===== src/rtl/des_pkg.sv =====
// Shared DES constants: permutation tables, key shift schedule, S-box contents
// and the FSM state encoding, with small helpers that apply each table.
package des_pkg;

   typedef enum logic [1:0] {IDLE, RUN, DONE} state_t;

   localparam int N_ROUNDS = 16;

   // Bit r-1 set when round r rotates by two; the remaining rounds rotate by one.
   localparam logic [0:15] SHIFT_TWO = 16'b0011_1111_0111_1110;

   localparam int IP_T [0:63] = '{
      58, 50, 42, 34, 26, 18, 10, 2, 60, 52, 44, 36, 28, 20, 12, 4,
      62, 54, 46, 38, 30, 22, 14, 6, 64, 56, 48, 40, 32, 24, 16, 8,
      57, 49, 41, 33, 25, 17,  9, 1, 59, 51, 43, 35, 27, 19, 11, 3,
      61, 53, 45, 37, 29, 21, 13, 5, 63, 55, 47, 39, 31, 23, 15, 7};

   localparam int FP_T [0:63] = '{
      40, 8, 48, 16, 56, 24, 64, 32, 39, 7, 47, 15, 55, 23, 63, 31,
      38, 6, 46, 14, 54, 22, 62, 30, 37, 5, 45, 13, 53, 21, 61, 29,
      36, 4, 44, 12, 52, 20, 60, 28, 35, 3, 43, 11, 51, 19, 59, 27,
      34, 2, 42, 10, 50, 18, 58, 26, 33, 1, 41,  9, 49, 17, 57, 25};

   localparam int E_T [0:47] = '{
      32,  1,  2,  3,  4,  5,  4,  5,  6,  7,  8,  9,
       8,  9, 10, 11, 12, 13, 12, 13, 14, 15, 16, 17,
      16, 17, 18, 19, 20, 21, 20, 21, 22, 23, 24, 25,
      24, 25, 26, 27, 28, 29, 28, 29, 30, 31, 32,  1};

   localparam int P_T [0:31] = '{
      16,  7, 20, 21, 29, 12, 28, 17,  1, 15, 23, 26,  5, 18, 31, 10,
       2,  8, 24, 14, 32, 27,  3,  9, 19, 13, 30,  6, 22, 11,  4, 25};

   localparam int PC1_T [0:55] = '{
      57, 49, 41, 33, 25, 17,  9,  1, 58, 50, 42, 34, 26, 18,
      10,  2, 59, 51, 43, 35, 27, 19, 11,  3, 60, 52, 44, 36,
      63, 55, 47, 39, 31, 23, 15,  7, 62, 54, 46, 38, 30, 22,
      14,  6, 61, 53, 45, 37, 29, 21, 13,  5, 28, 20, 12,  4};

   localparam int PC2_T [0:47] = '{
      14, 17, 11, 24,  1,  5,  3, 28, 15,  6, 21, 10,
      23, 19, 12,  4, 26,  8, 16,  7, 27, 20, 13,  2,
      41, 52, 31, 37, 47, 55, 30, 40, 51, 45, 33, 48,
      44, 49, 39, 56, 34, 53, 46, 42, 50, 36, 29, 32};

   // Entry (row*16 + col) sits in nibble order from the MSB end.
   localparam logic [255:0] SBOX_T [0:7] = '{
      256'hE4D12FB83A6C5907_0F74E2D1A6CB9538_41E8D62BFC973A50_FC8249175B3EA06D,
      256'hF18E6B34972DC05A_3D47F28EC01A69B5_0E7BA4D158C6932F_D8A13F42B67C05E9,
      256'hA09E63F51DC7B428_D709346A285ECBF1_D6498F30B12C5AE7_1AD069874FE3B52C,
      256'h7DE3069A1285BC4F_D8B56F03472C1AE9_A690CB7DF13E5284_3F06A1D8945BC72E,
      256'h2C417AB6853FD0E9_EB2C47D150FA3986_421BAD78F9C5630E_B8C71E2D6F09A453,
      256'hC1AF92680D34E75B_AF427C9561DE0B38_9EF528C3704A1DB6_432C95FABE17608D,
      256'h4B2EF08D3C975A61_D0B7491AE35C2F86_14BDC37EAF680592_6BD814A7950FE23C,
      256'hD2846FB1A93E50C7_1FD8A374C56B0E92_7B419CE206ADF358_21E74A8DFC90356B};

   function automatic logic [63:0] ip(input logic [63:0] x);
      logic [63:0] y;
      y = '0;
      for (int i = 0; i < 64; i++) y[63-i] = x[64-IP_T[i]];
      return y;
   endfunction

   function automatic logic [63:0] fp(input logic [63:0] x);
      logic [63:0] y;
      y = '0;
      for (int i = 0; i < 64; i++) y[63-i] = x[64-FP_T[i]];
      return y;
   endfunction

   function automatic logic [47:0] e_expand(input logic [31:0] x);
      logic [47:0] y;
      y = '0;
      for (int i = 0; i < 48; i++) y[47-i] = x[32-E_T[i]];
      return y;
   endfunction

   function automatic logic [31:0] p_perm(input logic [31:0] x);
      logic [31:0] y;
      y = '0;
      for (int i = 0; i < 32; i++) y[31-i] = x[32-P_T[i]];
      return y;
   endfunction

   function automatic logic [55:0] pc1(input logic [63:0] x);
      logic [55:0] y;
      y = '0;
      for (int i = 0; i < 56; i++) y[55-i] = x[64-PC1_T[i]];
      return y;
   endfunction

   function automatic logic [47:0] pc2(input logic [55:0] x);
      logic [47:0] y;
      y = '0;
      for (int i = 0; i < 48; i++) y[47-i] = x[56-PC2_T[i]];
      return y;
   endfunction

   function automatic logic [3:0] sbox(input int n, input logic [5:0] x);
      logic [7:0]   shamt;
      logic [255:0] t;
      shamt = {x[5], x[0], x[4:1], 2'b00};
      t     = SBOX_T[n] << shamt;
      return t[255:252];
   endfunction

endpackage


===== src/rtl/des_round.sv =====
// DES round function f(R,K) = P(S(E(R) ^ K)); combinational, no state.
module des_round import des_pkg::*; (
   input  logic [31:0] r,
   input  logic [47:0] k,
   output logic [31:0] f
);
   logic [47:0] x;
   logic [31:0] s;

   assign x = e_expand(r) ^ k;

   des_s1 u_s1 (.b(x[47:42]), .s(s[31:28]));
   des_s2 u_s2 (.b(x[41:36]), .s(s[27:24]));
   des_s3 u_s3 (.b(x[35:30]), .s(s[23:20]));
   des_s4 u_s4 (.b(x[29:24]), .s(s[19:16]));
   des_s5 u_s5 (.b(x[23:18]), .s(s[15:12]));
   des_s6 u_s6 (.b(x[17:12]), .s(s[11:8]));
   des_s7 u_s7 (.b(x[11:6]),  .s(s[7:4]));
   des_s8 u_s8 (.b(x[5:0]),   .s(s[3:0]));

   assign f = p_perm(s);
endmodule


===== src/rtl/des_sbox.sv =====
// DES substitution boxes S1..S8: 6-bit input, 4-bit output, purely combinational.
module des_s1 import des_pkg::*; (input logic [5:0] b, output logic [3:0] s);
   assign s = sbox(0, b);
endmodule

module des_s2 import des_pkg::*; (input logic [5:0] b, output logic [3:0] s);
   assign s = sbox(1, b);
endmodule

module des_s3 import des_pkg::*; (input logic [5:0] b, output logic [3:0] s);
   assign s = sbox(2, b);
endmodule

module des_s4 import des_pkg::*; (input logic [5:0] b, output logic [3:0] s);
   assign s = sbox(3, b);
endmodule

module des_s5 import des_pkg::*; (input logic [5:0] b, output logic [3:0] s);
   assign s = sbox(4, b);
endmodule

module des_s6 import des_pkg::*; (input logic [5:0] b, output logic [3:0] s);
   assign s = sbox(5, b);
endmodule

module des_s7 import des_pkg::*; (input logic [5:0] b, output logic [3:0] s);
   assign s = sbox(6, b);
endmodule

module des_s8 import des_pkg::*; (input logic [5:0] b, output logic [3:0] s);
   assign s = sbox(7, b);
endmodule


===== src/rtl/des_iter_core.sv =====
// Iterative DES engine: one Feistel round per clock, 16 rounds per block,
// encrypt or decrypt selected per request.
//   state | meaning
//   IDLE  | ready for a request, in_ready high
//   RUN   | applying rounds 1..16, rnd_q = round number - 1
//   DONE  | out_data valid, held until out_ready
module des_iter_core import des_pkg::*; (
   input  logic        clk,
   input  logic        rst,
   input  logic        in_valid,
   output logic        in_ready,
   input  logic        in_decrypt,
   input  logic [63:0] in_key,
   input  logic [63:0] in_data,
   output logic        out_valid,
   input  logic        out_ready,
   output logic [63:0] out_data
);
   state_t      state_q, state_d;
   logic [3:0]  rnd_q, rnd_d;
   logic [31:0] l_q, l_d, r_q, r_d;
   logic [27:0] c_q, c_d, d_q, d_d;
   logic        dec_q, dec_d;
   logic [63:0] out_q, out_d;

   logic [27:0] c_rot, d_rot;
   logic [3:0]  back_idx;
   logic [47:0] sub_k;
   logic [31:0] f_out;
   logic [63:0] ip_in;
   logic [55:0] pc1_key;

   // 0 - rnd_q wraps to 16 - rnd_q: decrypt walks the shift schedule backwards.
   assign back_idx = 4'd0 - rnd_q;

   always_comb begin
      c_rot = c_q;
      d_rot = d_q;
      if (!dec_q) begin
         if (SHIFT_TWO[rnd_q]) begin
            c_rot = {c_q[25:0], c_q[27:26]};
            d_rot = {d_q[25:0], d_q[27:26]};
         end else begin
            c_rot = {c_q[26:0], c_q[27]};
            d_rot = {d_q[26:0], d_q[27]};
         end
      end else if (rnd_q != 4'd0) begin
         if (SHIFT_TWO[back_idx]) begin
            c_rot = {c_q[1:0], c_q[27:2]};
            d_rot = {d_q[1:0], d_q[27:2]};
         end else begin
            c_rot = {c_q[0], c_q[27:1]};
            d_rot = {d_q[0], d_q[27:1]};
         end
      end
   end

   assign sub_k = pc2({c_rot, d_rot});

   des_round u_round (.r(r_q), .k(sub_k), .f(f_out));

   always_comb begin
      state_d = state_q;
      rnd_d   = rnd_q;
      l_d     = l_q;
      r_d     = r_q;
      c_d     = c_q;
      d_d     = d_q;
      dec_d   = dec_q;
      out_d   = out_q;
      ip_in   = ip(in_data);
      pc1_key = pc1(in_key);
      unique case (state_q)
         IDLE: begin
            if (in_valid) begin
               l_d     = ip_in[63:32];
               r_d     = ip_in[31:0];
               c_d     = pc1_key[55:28];
               d_d     = pc1_key[27:0];
               dec_d   = in_decrypt;
               rnd_d   = 4'd0;
               state_d = RUN;
            end
         end
         RUN: begin
            l_d   = r_q;
            r_d   = l_q ^ f_out;
            c_d   = c_rot;
            d_d   = d_rot;
            rnd_d = rnd_q + 4'd1;
            if (rnd_q == 4'(N_ROUNDS - 1)) begin
               out_d   = fp({r_d, l_d});
               state_d = DONE;
            end
         end
         DONE: begin
            if (out_ready) state_d = IDLE;
         end
         default: state_d = IDLE;
      endcase
   end

   always_ff @(posedge clk or posedge rst) begin
      if (rst) begin
         state_q <= IDLE;
         rnd_q   <= '0;
         l_q     <= '0;
         r_q     <= '0;
         c_q     <= '0;
         d_q     <= '0;
         dec_q   <= 1'b0;
         out_q   <= '0;
      end else begin
         state_q <= state_d;
         rnd_q   <= rnd_d;
         l_q     <= l_d;
         r_q     <= r_d;
         c_q     <= c_d;
         d_q     <= d_d;
         dec_q   <= dec_d;
         out_q   <= out_d;
      end
   end

   assign in_ready  = (state_q == IDLE);
   assign out_valid = (state_q == DONE);
   assign out_data  = out_q;
endmodule


===== config.mk =====
export PLATFORM = sky130hd
export DESIGN_NAME = des_iter_core
export DESIGN_NICKNAME = d
export VERILOG_FILES = /design/src/rtl/des_pkg.sv /design/src/rtl/des_round.sv /design/src/rtl/des_sbox.sv /design/src/rtl/des_iter_core.sv
export SDC_FILE = /design/constraint.sdc
export NUM_CORES = 1
export LEC_CHECK = 0
export ABC_AREA = 1
export BUFFER_PORTS_ARGS = -buffer_cell sky130_fd_sc_hd__buf_2
export CAP_MARGIN = 20
export CORE_ASPECT_RATIO = 0.8
export CORE_MARGIN = 5
export CORE_UTILIZATION = 35
export DETAILED_ROUTE_END_ITERATION = 6
export SETUP_SLACK_MARGIN = 0.2
export SKIP_CTS_REPAIR_TIMING = 1
export SYNTH_ARGS = -nofsm -noshare
export SYNTH_HDL_FRONTEND = slang
export SYNTH_SLANG_ARGS = --single-unit

===== constraint.sdc =====
create_clock -name clk -period 9.9 [get_ports clk]
set_clock_uncertainty 0.1 [all_clocks]
set_input_delay 1.485 -clock clk [delete_from_list [all_inputs] [get_ports clk]]
set_output_delay 1.485 -clock clk [all_outputs]
set_load 0.02 [all_outputs]

== After elaboration in Yosys (flattened, before gate mapping) ==
Memories as Yosys holds them, arrays and structs flattened.
Cells that the tools add are included.

* Flip-flop bits (word level): 191
* Latch bits: 0
* Bits in writable memories: 0
* ROM bits: 32
* Input bits: 133
* Output and inout bits: 66
* Word-level logic and storage cells: 69
* Memories kept: 2

{| class="wikitable"
|+ Memory list
! name !! words !! bits a word !! read ports !! clocked after memory_dff !! wr ports !! line !! RTL
|-
| (name not given) || 16 || 1 || 1 || 0 || 0 || des_iter_core.sv:48 || <nowiki>if (SHIFT_TWO[back_idx]) begin</nowiki>
|-
| (name not given) || 16 || 1 || 1 || 0 || 0 || des_iter_core.sv:40 || <nowiki>if (SHIFT_TWO[rnd_q]) begin</nowiki>
|}

* Add/sub/neg operators: 2
* Multiply operators: 0
* Div/mod/pow operators: 0
* $lt $le $gt $ge: 2
* Equality and inequality tests: 7
* Shifts and indexed selects: 8
* Multiplexer cells: 26
* Bitwise gates (word level): 4
* Reduce and logical (&&, ||, !) cells: 8

{| class="wikitable"
|+ Operators by type and width
! operator !! number
|-
| $shl A256 B8 Y256 const A || 5
|-
| $shl A255 B8 Y256 const A || 2
|-
| $mux W28 || 10
|-
| $shl A254 B8 Y256 const A || 1
|-
| $pmux W32 S2 || 2
|-
| $pmux W28 S2 || 2
|-
| $mux W32 || 2
|-
| $xor A48 B48 Y48 || 1
|-
| $xor A32 B32 Y32 || 1
|-
| $ge A5 B5 Y1 const B || 2
|-
| $not A4 Y5 || 2
|-
| $pmux W4 S2 || 1
|-
| $mux W2 || 3
|-
| $pmux W2 S3 || 1
|-
| $reduce_and A2 Y1 || 3
|-
| $reduce_and A3 Y1 || 2
|-
| $add A4 B1 Y4 const B || 1
|-
| $eq A4 B4 Y1 const B || 1
|-
| $mux W1 || 4
|-
| $mux W4 || 1
|-
| $ne A2 B2 Y1 const B || 2
|-
| $reduce_bool A4 Y1 || 1
|-
| $sub A1 B4 Y4 const A || 1
|-
| $ne A3 B3 Y1 const B || 1
|-
| 5 further kinds || 5
|}

== Logic depth before layout (Yosys ltp) ==
Gate-level depths: netlist (run 1).

* Word-level depth: 12
* Gate-level depth with buffers: 30
* Depth with buffers taken out: 28

== Hierarchy ==
Synthesis (run 1) repeated with hierarchy kept, for this count alone.

* Cells, all modules: 2770
* Area total of the unflattened synthesis: 16757.3 um2

{| class="wikitable"
|+ Modules (own cells, without submodules)
! module !! instances !! cells each !! area an instance (um2) !! seq. area each (um2)
|-
| des_iter_core || 1 || 1605 || 11193.2 || 4779.6
|-
| des_round || 1 || 224 || 840.8 || 0.0
|-
| des_s2 || 1 || 128 || 653.1 || 0.0
|-
| des_s1 || 1 || 121 || 619.3 || 0.0
|-
| des_s6 || 1 || 117 || 613.1 || 0.0
|-
| des_s3 || 1 || 120 || 594.3 || 0.0
|-
| des_s5 || 1 || 120 || 591.8 || 0.0
|-
| des_s8 || 1 || 116 || 570.5 || 0.0
|-
| des_s7 || 1 || 114 || 558.0 || 0.0
|-
| des_s4 || 1 || 105 || 523.0 || 0.0
|}

== Least setup slack after synthesis (run 1) ==
OpenSTA, ideal clock, no wires.

* Path kind: flip-flop to flip-flop
* From: reg rnd_q[0]
* To: reg r_q[0]
* Library setup time: 0.116 ns
* Data arrival time: 3.003 ns
* Required time: 9.684 ns
* Setup slack: 6.681 ns
* Cell stages (with the launch flop): 29
* Buffers on the path: 2
* Clock period less this slack: 3.219 ns
* Path through: dfrtp_1 > inv_1 > ha_1 > inv_1 > nand2_1 > nand2_2 > nand2_1 > inv_1 > nand2_2 > nand2_4 > buf_8 > buf_6 > nand2_1 > nand3_2 > nand2_1 > nand2_1 > nand2_1 > ha_1 > or2_2 > nand3_1 > nand3_1 > nand2_1 > nand2_1 > nand3_1 > nand2_1 > nand2_1 > nand3_1 > nand2_1 > nand2_1

* Cells in the longest elaborated chain, start to end: 12
* Elaborated cells between the ends (all ways): 18
* Those cells by class: 1 x add/sub; 1 x shift; 9 x mux; 4 x bitwise; 1 x reduce/logical; 2 x memory

{| class="wikitable"
|+ Ends and longest elaborated chain
! item !! line !! RTL
|-
| from (decl) || des_iter_core.sv:20 || <nowiki>logic [3:0] rnd_q, rnd_d;</nowiki>
|-
| from (signal assigned) || des_iter_core.sv:115 || <nowiki>rnd_q <= rnd_d;</nowiki>
|-
| $sub A1 B4 Y4 || des_iter_core.sv:34 || <nowiki>assign back_idx = 4'd0 - rnd_q;</nowiki>
|-
| $not A4 Y5 (implied by the code) || des_iter_core.sv:48 ||
|-
| $mem_v2 Z16 W1 || - ||
|-
| $mux W1 (implied by the code) (2 in series) || des_iter_core.sv:48 ||
|-
| $mux W28 || des_iter_core.sv:48 ||
|-
| $mux W28 || des_iter_core.sv:47 || <nowiki>end else if (rnd_q != 4'd0) begin</nowiki>
|-
| $mux W28 (*) || des_iter_core.sv:39 || <nowiki>if (!dec_q) begin</nowiki>
|-
| $xor A48 B48 Y48 (*) || des_round.sv:10 || <nowiki>assign x = e_expand(r) ^ k;</nowiki>
|-
| $shl A255 B8 Y256 (*) || des_pkg.sv:103 || <nowiki>t = SBOX_T[n] << shamt;</nowiki>
|-
| $xor A32 B32 Y32 (*) || des_iter_core.sv:87 || <nowiki>r_d = l_q ^ f_out;</nowiki>
|-
| $pmux W32 S2 (*) || des_iter_core.sv:73 || <nowiki>unique case (state_q)</nowiki>
|-
| to (signal assigned) || des_iter_core.sv:117 || <nowiki>r_q <= r_d;</nowiki>
|-
| to (decl) || des_iter_core.sv:21 || <nowiki>logic [31:0] l_q, l_d, r_q, r_d;</nowiki>
|}

Mark *: on every way between the ends. The rest lies on a longest branch, timed or not. The select of a mux whose other input is x is not followed.
A chain may end at the register's enable or synchronous reset.

== Final worst setup path (run 1) ==
* From: reg rnd_q[0]
* To: reg out_q[28] (netlist: out_data[28])

* Cells in the longest elaborated chain, start to end: 11
* Elaborated cells between the ends (all ways): 19
* Those cells by class: 1 x add/sub; 1 x eq/ne; 1 x shift; 8 x mux; 4 x bitwise; 2 x reduce/logical; 2 x memory

{| class="wikitable"
|+ Ends and longest elaborated chain
! item !! line !! RTL
|-
| $sub A1 B4 Y4 || des_iter_core.sv:34 ||
|-
| $not A4 Y5 (implied by the code) || des_iter_core.sv:48 ||
|-
| $mem_v2 Z16 W1 || - ||
|-
| $mux W1 (implied by the code) (2 in series) || des_iter_core.sv:48 ||
|-
| $mux W28 || des_iter_core.sv:48 ||
|-
| $mux W28 || des_iter_core.sv:47 ||
|-
| $mux W28 || des_iter_core.sv:39 ||
|-
| $xor A48 B48 Y48 || des_round.sv:10 ||
|-
| $shl A255 B8 Y256 || des_pkg.sv:103 ||
|-
| $xor A32 B32 Y32 || des_iter_core.sv:87 ||
|-
| to (signal assigned) || des_iter_core.sv:121 || <nowiki>out_q <= out_d;</nowiki>
|-
| to (decl) || des_iter_core.sv:24 || <nowiki>logic [63:0] out_q, out_d;</nowiki>
|}

Several ways; a longest one is shown, not always the timed one. The select of a mux whose other input is x is not followed.

==> results of run 1 <==
logic make-up after synthesis:
kind of cell	Yosys count	synth area share, %
XOR/XNOR	10	0.928
AO/OA/AOI/OAI	332	12.5
AND/OR/NAND/NOR	1712	44.6
buffers and inverters	315	8.55
flip-flops	191	28.6
adder cells (fa/ha/maj)	65	4.86
state kept, by name, summed over array words and instances, names as in the netlist:
name,count
out_data,64
l_q,32
r_q,32
c_q,28
d_q,28
rnd_q,4
state_q,2
dec_q,1
worst paths after layout:
check,from,to,slack (ns),cells past startpoint
hold reg to reg,out_data[39],out_data[39],0.38,2
setup / recovery,rnd_q[0],out_data[28],4.74,24
hold / removal,out_data[39],out_data[39],0.38,2
min in group asynchronous,rst,d_q[18],0.95,2
max in group asynchronous,rst,l_q[10],7.14,4
setup reg to reg,rnd_q[0],out_data[28],4.74,24
placed cells by master (no fill, tap or decap), types with 65 or more instances in the layout:
master   count
nand3_1    474
nand2_2     67
o21ai_0     78
inv_1      169
dfrtp_1    190
nor2_1      98
ha_1        65
buf_2      190
nand2_1    993
a21oi_1    118
cell type report:
cell class,count,area (um2)
fillers,5134,28600
multi-input cells,2119,10500
flip-flops and latches,191,4780
repair buffers,209,1110
well taps,620,776
inverters,193,733
clock buffers,21,470
clock inverters,11,133
diodes,2,5.00
through the flow:
step	setup slack [ns]	hold slack, ns	util [%]	cells
floorplan	3.12	0.374	-	2625
global placement	4.93	0.360	38.0	3331
detailed placement	4.89	0.365	38.0	3331
CTS	4.86	0.384	39.3	3363
global route	4.27	0.404	39.3	3364
finish	4.74	0.378	39.3	3366
worst reg2reg max path: cells and delay by family, from the launching register on:
family | cells | cell delay (ns)
AO/OA/AOI/OAI | 1 | 0.27
buffers and inverters | 5 | 1.52
flip-flops | 1 | 0.46
adder cells (fa/ha/maj) | 2 | 0.65
AND/OR/NAND/NOR | 16 | 2.05
metal layers:
metal	part of all wire, %	vias to the layer above	track usage [%]	routed length, um
met5	0.019	-	0	13
met4	4.1	2	9.76	2790
met3	8.1	137	5.31	5620
met2	44	834	41.1	30500
met1	44	9081	35.7	30000
li1	-	8941	-	-
==> results.json, run 1 <==
{
  "cts.sinks": 191,
  "crit_fanout": 48,
  "wirelength_um": 68900,
  "syn_nets": 2823,
  "antenna_found_initial": 2,
  "std_cell_rows": 71,
  "avgRoutedWirePerCell_um": 20.5,
  "rsz0062_at_grt": "false",
  "crit_buf_inv": 5,
  "maxCapViolCount": 0,
  "synth_area_um2": 16700,
  "vias": 18995,
  "crit_slowest_cell": "inv_2",
  "ant_nets": 0,
  "finalMaxSlewViolations": 0,
  "htree_levels": 4,
  "cts_root_buf": "clkbuf_16",
  "finalSetupViolations": 0,
  "place_area_um2": 17900,
  "hold_violations": 0,
  "synth_top_cell_by_area": "dfrtp_1",
  "cts_buffers": 17,
  "worstMarginPinSlew_ns": 1.03,
  "grt_pass1_wl_um": 107000,
  "slowest_delay_ns": 0.53,
  "synth_area_leaders": "dfrtp_1, nand2_1, nand3_1",
  "critPathLaunchType": "flip-flop",
  "gp_congestion": 0.938,
  "drt_iter0_drc": 1937,
  "start_util_pct": 35.4,
  "syn_to_final_growth_pct": 10.9,
  "synth_commonest_cells": "nand2_1, nand3_1, dfrtp_1",
  "synthDistinctLibCells": 39,
  "drive_gt1_share_pct": 14.2,
  "grt_usage_pct": 26.2,
  "cp_top_family": "simple AND/OR/NAND/NOR gates",
  "synth-seq-cells": 191,
  "synth_edf_count": 0,
  "ioPinCount": 199,
  "critical_path_class": "flip-flop to flip-flop",
  "drc": 0,
  "status": "complete, no violations",
  "min_period_ns": 5.16,
  "die_h_um": 205,
  "io_buffers": 190,
  "via_per_inst": 5.64,
  "min_path_type": "flip-flop to flip-flop",
  "synth_top_area_share_pct": 28.6,
  "grt_pass1_vias": 18323,
  "fp.dieW_um": 254,
  "cts_tree": "done",
  "clkLatencyLatePin_ns": 0.48,
  "firstDrtPassIters": 6,
  "cts.clk_slew.worst_paths_ns": 0.07,
  "die-area_um2": 52300,
  "path_cells": "inv_1, ha_1, nand3_1, nand3_2, buf_4, inv_2, buf_4, nand2_1, a21oi_1, nand2_1, nand2_1, nand2_1, ha_1, inv_1, nand3_1, nand2_1, nand2_1, nand2_1, nand2_1, nand3_1, nand3_1, nand2_1, nand2_1, nand2_1",
  "hpwl_um": 51200,
  "timing.fmax_ghz": 0.194,
  "synth.most_common_cell": "nand2_1",
  "cts_buffer_depth": 2,
  "design_area_um2": 18500,
  "core_um2": 47200,
  "grt_max_degree": 79,
  "slew_headroom_pct": 31.3,
  "synth_area_per_cell_um2": 6.37,
  "async_flop_share_pct": 100,
  "setup-tns-final_ns": 0,
  "synth_cells": 2625,
  "nets": 2929,
  "end_kind": "flip-flop",
  "synth_top_flop_cell": "dfrtp_1",
  "cp.arrival_ns": 5.43,
  "grt_overflow": 0,
  "path_common_cell": "nand2_1",
  "critPathRequiredTime_ns": 10.16,
  "yosys_warnings": 0,
  "finalCritPeriodShare_pct": 52.2,
  "yosysSeqAreaShare_pct": 28.6
}
Power of run 1 is left out: the tool's default activity adds up to more than one toggle a clock period on the data nets, which glitch-free logic cannot reach.
==> inputs of run 2 (changes only) <==
- clock period: 9.9 -> 5.3 ns (I/O delays scaled with it)
==> run 2 against run 1 <==
Compared with the run above: first-iteration DRC count grew 7.3%; hold slack lost 0.22 ns; utilization grew 0.080 points; critical path depth grew 2; sequential share of layout area shrank 0.052 points; fmax grew 12%; cell area grew 0.20%; die area is the same; worst setup slack lost 4.1 ns; non-clock buffer count grew 7; highest routed layer is now met4.
==> results.json, run 2 (synthesized netlist as in run 1, its figures left out) <==
{
  "post-place-ws_ns": 0.784,
  "min_path_type": "input pin to async pin",
  "crit_fanout": 50,
  "end_kind": "flip-flop",
  "die_h_um": 205,
  "r2r_slack_ns": 0.68,
  "core_um2": 47200,
  "syn_to_final_growth_pct": 11.2,
  "slew_headroom_pct": 30.5,
  "critPathRequiredTime_ns": 5.55,
  "largest_reg_flops": 64,
  "cts_tree": "done",
  "antenna_found_initial": 1,
  "clkLatencyLatePin_ns": 0.48,
  "grt_pass1_wl_um": 105000,
  "drt_iter0_drc": 2079,
  "mostFrequentLayoutCells": "nand2_1, nand3_1, dfrtp_1, buf_2, inv_1",
  "r2r_end": "out_data[28]",
  "hold_violations": 0,
  "finalMaxSlewViolations": 0,
  "firstDrtPassIters": 5,
  "setup-tns-final_ns": 0,
  "critical_path_class": "flip-flop to flip-flop",
  "maxCapViolCount": 0,
  "cp.arrival_ns": 4.87,
  "die-area_um2": 52300,
  "grt_pass1_vias": 18112,
  "std_cell_rows": 71,
  "reg2reg_depth": 26,
  "hold_slack_ns": 0.160,
  "wirelength_um": 68400,
  "multi_input_area_um2": 10500,
  "cts.clk_slew.worst_paths_ns": 0.09,
  "fin_cells": 3371,
  "grt_usage_pct": 25.8,
  "drc": 0,
  "cts_buffers": 17,
  "setup_ws_ns": 0.676,
  "avgRoutedWirePerCell_um": 20.3,
  "status": "complete, no violations",
  "hpwl_um": 51100,
  "r2r-start": "rnd_q[0]",
  "ioPinCount": 199,
  "rsz0062_at_grt": "false",
  "diodes": 0,
  "min_period_ns": 4.62,
  "ant_nets": 0,
  "cts_buffer_depth": 2,
  "grt_overflow": 0,
  "cts.sinks": 191,
  "final_common_cell": "nand2_1",
  "nets": 2936,
  "timing.fmax_ghz": 0.216,
  "io_buffers": 190,
  "finalSetupViolations": 0,
  "critPathLaunchType": "flip-flop",
  "ff_latch_area_um2": 4780,
  "dpl.cell_count": 3339,
  "vias": 18852,
  "start_util_pct": 35.4,
  "finalCritPeriodShare_pct": 87.2,
  "fp.dieW_um": 254,
  "htree_levels": 4,
  "fillCellCount": 5119,
  "cts_root_buf": "clkbuf_16",
  "worstMarginPinSlew_ns": 1.04,
  "via_per_inst": 5.59,
  "drive_gt1_share_pct": 14.4,
  "grt_max_degree": 122,
  "gp_congestion": 0.947
}
run 2: critical path, cell delays in order, from the launching register on:
cell     delay, ns
dfrtp_1       0.46
inv_1         0.12
ha_1          0.27
inv_1         0.08
nand2_1       0.09
nand2_2       0.11
nand2_1       0.07
inv_1         0.06
nand2_2       0.20
nand2_4       0.56
nand2_1       0.10
nand3_1       0.16
nand2_1       0.13
nand2_1       0.08
nand2_1       0.15
ha_1          0.36
inv_1         0.08
nand3_1       0.16
nand2_1       0.08
nand2_1       0.08
nand2_1       0.06
nand2_1       0.08
nand3_1       0.32
nand3_1       0.22
nand2_1       0.07
nand2_1       0.12
nand2_1       0.07
run 2: routing by layer:
layer	vias up	wire length, um	GRT usage (%)	share of wire [%]
li1	8939	-	-	-
met1	9024	30200	35.3	44
met2	755	29900	40.1	44
met3	134	5100	4.90	7.5
met4	0	3140	10.6	4.6
met5	-	0	0	0
run 2: layout make-up:
type | count | area share [%]
multi-input combinational | 2119 | 56.7
sequential | 191 | 25.7
timing repair buffer | 216 | 6.44
tap | 620 | 4.17
inverter | 193 | 3.93
clock buffer | 20 | 2.40
clock inverter | 12 | 0.606
run 2: worst max path at each step:
stage / end / from / cells past startpoint
2_1_floorplan: c_q[0] / rst / 1
3_3_place_gp: out_data[28] / rnd_q[0] / 26
3_5_place_dp: out_data[28] / rnd_q[0] / 26
4_1_cts: out_data[28] / rnd_q[0] / 26
5_1_grt: out_data[28] / rnd_q[0] / 27
6_report: out_data[28] / rnd_q[0] / 26
run 2: through the flow:
step / cell area, um2 / utilization [%]
global placement: 18000 / 38.2
global route: 18600 / 39.4
finish: 18600 / 39.4
detailed placement: 18000 / 38.2
CTS: 18600 / 39.4
floorplan: 16700 / -
Power of run 2 is left out for the same reason.
